$ cat src/rtl/sweep_gen.sv
// sweep_gen: chirp/sweep controller for a sinusoid NCO.
//   Steps nco_ctrl between min_ctrl and max_ctrl in up, down or triangle mode.
//   Endpoints are clamped and never wrap. Optional sweep-count bursts and an
//   inter-sweep dwell are supported. Configuration is captured on an accepted start.
//
// State table:
//   IDLE  | waiting for start; nco_reset=1, nco_ctrl holds its last value
//   SWEEP | stepping nco_ctrl once every div_q+1 cycles; nco_reset=0
//   DWELL | pause of delay_q step periods between sweeps; nco_reset=1
//
// Ports:
//   clk, rst_n        clock, asynchronous active-low reset
//   start, stop       run handshake; stop is synchronous and wins over everything
//   mode              00 up, 01 down, 10 triangle, 11 reserved (rejected)
//   min_ctrl/max_ctrl sweep endpoints
//   inc_rate          step size per step tick
//   div_rate          step period minus one, in cycles
//   delay             dwell between sweeps, in step periods
//   count             sweeps per run, 0 = continuous
//   nco_ctrl          NCO frequency word
//   nco_reset         NCO reset (high outside SWEEP)
//   busy              high while not IDLE
//   sweep_done        one-cycle pulse per completed sweep
//   cfg_err           one-cycle pulse on a rejected start
module sweep_gen #(
  parameter int W  = 32,
  parameter int RW = 32,
  parameter int DW = 4
) (
  input  logic          clk,
  input  logic          rst_n,
  input  logic          start,
  input  logic          stop,
  input  logic [1:0]    mode,
  input  logic [W-1:0]  min_ctrl,
  input  logic [W-1:0]  max_ctrl,
  input  logic [W-1:0]  inc_rate,
  input  logic [RW-1:0] div_rate,
  input  logic [DW-1:0] delay,
  input  logic [7:0]    count,
  output logic [W-1:0]  nco_ctrl,
  output logic          nco_reset,
  output logic          busy,
  output logic          sweep_done,
  output logic          cfg_err
);

  typedef enum logic [1:0] {IDLE, SWEEP, DWELL} state_t;

  localparam logic [1:0] MODE_DOWN = 2'b01;
  localparam logic [1:0] MODE_TRI  = 2'b10;
  localparam logic [1:0] MODE_RSVD = 2'b11;

  state_t        state;
  logic [1:0]    mode_q;
  logic [W-1:0]  min_q;
  logic [W-1:0]  max_q;
  logic [W-1:0]  inc_q;
  logic [RW-1:0] div_q;
  logic [DW-1:0] delay_q;
  logic [7:0]    count_q;
  logic [RW-1:0] rate_cnt;
  logic [DW-1:0] dwell_cnt;
  logic [7:0]    swp_cnt;
  logic          dir_up;

  logic          tick;
  logic          at_end;
  logic          last_sweep;
  logic          dwell_last;
  logic [W-1:0]  up_step;
  logic [W-1:0]  dn_step;
  logic [W-1:0]  start_val;
  logic          start_dir;

  // Clamping compares differences so the step can never overflow or underflow.
  always_comb begin
    tick       = (rate_cnt >= div_q);
    at_end     = dir_up ? (nco_ctrl == max_q) : (nco_ctrl == min_q);
    up_step    = ((max_q - nco_ctrl) <= inc_q) ? max_q : nco_ctrl + inc_q;
    dn_step    = ((nco_ctrl - min_q) <= inc_q) ? min_q : nco_ctrl - inc_q;
    start_val  = (mode_q == MODE_DOWN) ? max_q : min_q;
    start_dir  = (mode_q != MODE_DOWN);
    last_sweep = (count_q != 8'd0) && ((swp_cnt + 8'd1) == count_q);
    dwell_last = ((dwell_cnt + DW'(1)) == delay_q);
  end

  always_ff @(posedge clk or negedge rst_n) begin
    if (!rst_n) begin
      state      <= IDLE;
      mode_q     <= '0;
      min_q      <= '0;
      max_q      <= '0;
      inc_q      <= '0;
      div_q      <= '0;
      delay_q    <= '0;
      count_q    <= '0;
      rate_cnt   <= '0;
      dwell_cnt  <= '0;
      swp_cnt    <= '0;
      dir_up     <= 1'b1;
      nco_ctrl   <= '0;
      nco_reset  <= 1'b1;
      busy       <= 1'b0;
      sweep_done <= 1'b0;
      cfg_err    <= 1'b0;
    end else begin
      sweep_done <= 1'b0;
      cfg_err    <= 1'b0;
      if (stop) begin
        state     <= IDLE;
        busy      <= 1'b0;
        nco_reset <= 1'b1;
      end else begin
        case (state)
          IDLE: begin
            if (start) begin
              if (mode == MODE_RSVD || min_ctrl > max_ctrl) begin
                cfg_err <= 1'b1;
              end else begin
                mode_q    <= mode;
                min_q     <= min_ctrl;
                max_q     <= max_ctrl;
                inc_q     <= inc_rate;
                div_q     <= div_rate;
                delay_q   <= delay;
                count_q   <= count;
                nco_ctrl  <= (mode == MODE_DOWN) ? max_ctrl : min_ctrl;
                dir_up    <= (mode != MODE_DOWN);
                rate_cnt  <= '0;
                dwell_cnt <= '0;
                swp_cnt   <= '0;
                state     <= SWEEP;
                busy      <= 1'b1;
                nco_reset <= 1'b0;
              end
            end
          end

          SWEEP: begin
            if (!tick) begin
              rate_cnt <= rate_cnt + RW'(1);
            end else begin
              rate_cnt <= '0;
              if (!at_end) begin
                nco_ctrl <= dir_up ? up_step : dn_step;
              end else if (mode_q == MODE_TRI && dir_up) begin
                // Turn around at max: the peak value is shown once, not twice.
                dir_up   <= 1'b0;
                nco_ctrl <= dn_step;
              end else begin
                sweep_done <= 1'b1;
                swp_cnt    <= swp_cnt + 8'd1;
                if (last_sweep) begin
                  state     <= IDLE;
                  busy      <= 1'b0;
                  nco_reset <= 1'b1;
                end else if (delay_q == '0) begin
                  nco_ctrl <= start_val;
                  dir_up   <= start_dir;
                end else begin
                  state     <= DWELL;
                  nco_reset <= 1'b1;
                  nco_ctrl  <= start_val;
                  dir_up    <= start_dir;
                  dwell_cnt <= '0;
                end
              end
            end
          end

          DWELL: begin
            // rate_cnt keeps counting step periods; dwell_cnt counts periods.
            if (!tick) begin
              rate_cnt <= rate_cnt + RW'(1);
            end else begin
              rate_cnt <= '0;
              if (dwell_last) begin
                dwell_cnt <= '0;
                state     <= SWEEP;
                nco_reset <= 1'b0;
              end else begin
                dwell_cnt <= dwell_cnt + DW'(1);
              end
            end
          end

          default: begin
            state     <= IDLE;
            busy      <= 1'b0;
            nco_reset <= 1'b1;
          end
        endcase
      end
    end
  end

endmodule
$ cat config.mk
export PLATFORM = sky130hd
export DESIGN_NAME = sweep_gen
export DESIGN_NICKNAME = d
export VERILOG_FILES = /design/src/rtl/sweep_gen.sv
export SDC_FILE = /design/constraint.sdc
export NUM_CORES = 1
export LEC_CHECK = 0
export ABC_CLOCK_PERIOD_IN_PS = 7400
export CORE_ASPECT_RATIO = 2
export CORE_MARGIN = 5
export CORE_UTILIZATION = 58
export DETAILED_ROUTE_END_ITERATION = 12
export GPL_ROUTABILITY_DRIVEN = 0
export MAX_ROUTING_LAYER = met4
export PLACE_DENSITY_LB_ADDON = 0.12
export SYNTH_ARGS = -nofsm -noshare
export SYNTH_HDL_FRONTEND = slang
export SYNTH_SLANG_ARGS = --single-unit
$ cat constraint.sdc
create_clock -name clk -period 7.4 [get_ports clk]
set_clock_uncertainty 0.2 [all_clocks]
set_input_delay 1.11 -clock clk [delete_from_list [all_inputs] [get_ports clk]]
set_output_delay 1.11 -clock clk [all_outputs]
set_load 0.005 [all_outputs]
==> key figures <==
Outcome
  • Status: completed

CTS
  • CTS tree: yes
  • Num Clock Sinks: 225
  • Clk_lat worst skew: 0.58 ns
  • CTS H-tree depth: 1
  • Num CTS Buffers: 24
  • Post-CTS Setup Bufs: 0
  • Clock slew at reported path FFs: 0.07 ns
  • Clock Path Buffers: 3
  • Root Buffer: clkbuf_16

Route
  • Drt first pass iters: 7
  • Via density: 6.793
  • DR iter-0 viols: 1,971
  • Post-route DRC: 0
  • Routed WL: 88.73 mm
  • Wirelength per Cell: 27.24 µm
  • Post-DRT Antenna Nets: 0
  • Vias after detailed routing: 22,130

Finish
  • Commonest non-fill, non-tap cell in the layout: nand2_1
  • Most frequent cells in the layout: 310 x nand2_1, 258 x ha_1, 223 x dfrtp_1
  • Register area: 0.005633 mm²
  • Filler cells: 3,195
  • Multi-input gate area: 0.01432 mm²
  • Area delta synth->final: 14.00%
  • Final net count: 3,182
  • Share of layout cells above drive strength 1: 0.05231

Global routing
  • Grt total ovfl: 0
  • Total global-route track usage: 0.4364
  • Largest net degree at the start of global routing: 142
  • Antenna violations before repair: 11
  • Global-route wire length before repair: 131.1 mm
  • Vias in the first global route: 21,730

STA
  • Unrepaired setup endpoints after global routing: no
  • Final min period: 7.008 ns
  • Final Slew Violations: 0
  • Final Hold Fails: 0
  • Total Negative Setup Slacks: 0 ns
  • Hold_ws: 0.2972 ns
  • # setup viols final: 0
  • Tcrit/Tclk final: 0.9470
  • F_max: 0.1427 GHz
  • Slew @ Worst Pin: 1.376 ns
  • Max transition margin: 0.07576

Min path
  • HP Class: input port to async pin

Die
  • Rows: 99
  • Die area: 0.04071 mm²
  • Die height: 280.4 µm
  • Core area: 0.03629 mm²
  • DIE WIDTH: 145.2 µm
  • Initial Util: 0.5842
  • I/O pins: 182

Synth
  • Avg Cell Area, Syn: 7.965 µm²
  • #FFs+latches synth: 225
  • Async set-reset flop share out of synthesis: 1.000
  • Sequential area share after synthesis: 0.2657
  • Number of synthesized flops with an enable pin: 0
  • Synthesized area: 0.02120 mm²
  • Synthesized instance count: 2,662
  • Mapped Nets: 3,071
  • YS warnings: 0
  • Top_reg_cell synth: dfrtp_1
  • Post-synthesis cell type count: 88

Setup path
  • Crit-path max FO: 10
  • Arrival @ worst endpoint: 7.22 ns
  • Crit path launch type: register
  • Critical Path End Type: register
  • Critical Path RT: 7.62 ns
  • WS Path Type: register to register

Flow run
  • Max_cap viols: 0

Placement
  • DP Wirelength: 66.29 mm
  • IO buf count: 181
## sequential cells by signal, indices dropped and copies added (netlist names), 2 cells and up
register / count
count_q: 8
delay_q: 4
div_q: 32
dwell_cnt: 4
inc_q: 32
max_q: 32
min_q: 32
mode_q: 2
nco_ctrl: 32
rate_cnt: 32
state: 2
swp_cnt: 8
## worst max-delay path: stages, from the launching register on
cell and delay (ns):
dfrtp_1 0.58, inv_1 0.10, ha_1 0.40, nand4_1 0.25
a21oi_1 0.23, a2111oi_2 0.10, o31ai_1 0.72, a211oi_1 0.21
o21ai_0 0.33, a21o_1 0.19, a21o_1 0.13, xor2_1 0.16
ha_1 0.26, a21o_1 0.16, a21o_1 0.17, a221o_1 0.33
a2111oi_0 0.44, o22ai_1 0.33, and2_1 0.35, mux2i_1 0.23
mux2i_1 0.13, a211oi_2 0.62, o21ai_0 0.22
## final cells by class
cell class | count | share of cell area
well taps | 454 | 0.02350
repair buffers | 203 | 0.08354
diodes | 12 | 0.001242
flip-flops and latches | 225 | 0.2330
inverters | 210 | 0.03261
clock inverters | 9 | 0.004866
clock buffers | 35 | 0.02862
multi-input cells | 2109 | 0.5926
## synth_stat cells, drive strengths merged (6+ instances only)
cell	n	area [µm²]
a221o	6	60.06
a311oi	8	70.07
o21bai	16	120.1
o21ai	222	1115
a31oi	34	225.2
o21a	16	120.1
a21o	53	397.9
o31a	9	78.83
or4	14	105.1
nor4	25	183.9
o31ai	26	214.0
a221oi	8	70.07
ha	259	3241
nand2b	31	193.9
a211oi	44	330.3
nor3	46	235.2
mux2i	20	200.2
and4	11	96.34
a211o	7	61.31
or3	14	87.58
nand2	311	1170
clkbuf	86	324.1
o211ai	25	187.7
o221ai	8	70.07
xnor2	90	788.3
a21oi	224	1132
nand3b	7	52.55
and3	26	162.7
nand3	64	320.3
mux2	50	563.0
nand4	50	319.1
dfrtp	223	5580
a41oi	6	52.55
o22ai	10	62.56
a2111oi	15	168.9
inv	210	788.3
and2	11	68.81
xor2	57	499.2
nor2	202	765.7
buf	32	158.9
nor2b	29	181.4
## per-layer routing
metal  global-route usage  share of wire  vias to the layer above
met2               0.7145           0.48                     1386
met1               0.3834           0.29                    10260
met5                    -              0                        -
met4               0.4508           0.14                        0
li1                     -              -                     9793
met3               0.1301          0.087                      687
## repair_timing
item | 4_1_cts | 5_1_grt
gates resized for setup | 0 | 1
hold buffers | 0 | 0
endpoints found under the setup margin | 0 | 1
## cell families (layout without fill, tap and decap cells)
logic type                 after synthesis  after routing  share of synthesized area
DFF                                    225            225                     0.2657
muxes                                   70             70                    0.03600
adders and majority gates              263            263                     0.1566
buffers and inverters                  328            457                    0.05996
AOI/OAI and AO/OA                      771            771                     0.2286
and+or+nand+nor                        858            858                     0.1925
other                                    0             12                          0
xor gates and xnor gates               147            147                    0.06072
## path summary, 6_finish.rpt
| kind | end | depth (start not counted) | startpoint | slack [ns] |
|---|---|---|---|---|
| max | nco_ctrl[10]$_DFFE_PN0P_ | 22 | nco_ctrl[4]$_DFFE_PN0P_ | 0.39 |
| min in group clk | div_q[0]$_DFFE_PN0P_ | 1 | div_q[0]$_DFFE_PN0P_ | 0.32 |
| max in group asynchronous | min_q[9]$_DFFE_PN0P_ | 2 | rst_n | 5.39 |
| min | inc_q[22]$_DFFE_PN0P_ | 1 | rst_n | 0.30 |
| max reg2reg | nco_ctrl[10]$_DFFE_PN0P_ | 22 | nco_ctrl[4]$_DFFE_PN0P_ | 0.39 |
| min reg2reg | div_q[0]$_DFFE_PN0P_ | 1 | div_q[0]$_DFFE_PN0P_ | 0.32 |
## through the flow
| step | utilization | area, µm² | setup WS (ns) | std cells |
|---|---|---|---|---|
| floorplan | - | 21200 | 1.604 | 2662 |
| finish | 0.6660 | 24170 | 0.3925 | 3257 |
| global placement | 0.6427 | 23330 | 0.9363 | 3201 |
| detailed placement | 0.6427 | 23330 | 0.6980 | 3201 |
| CTS | 0.6650 | 24140 | 0.6532 | 3245 |
| global route | 0.6659 | 24170 | 0.06213 | 3256 |
Power is left out: the tool's default activity adds up to more than one toggle a clock period on the data nets, which glitch-free logic cannot reach.
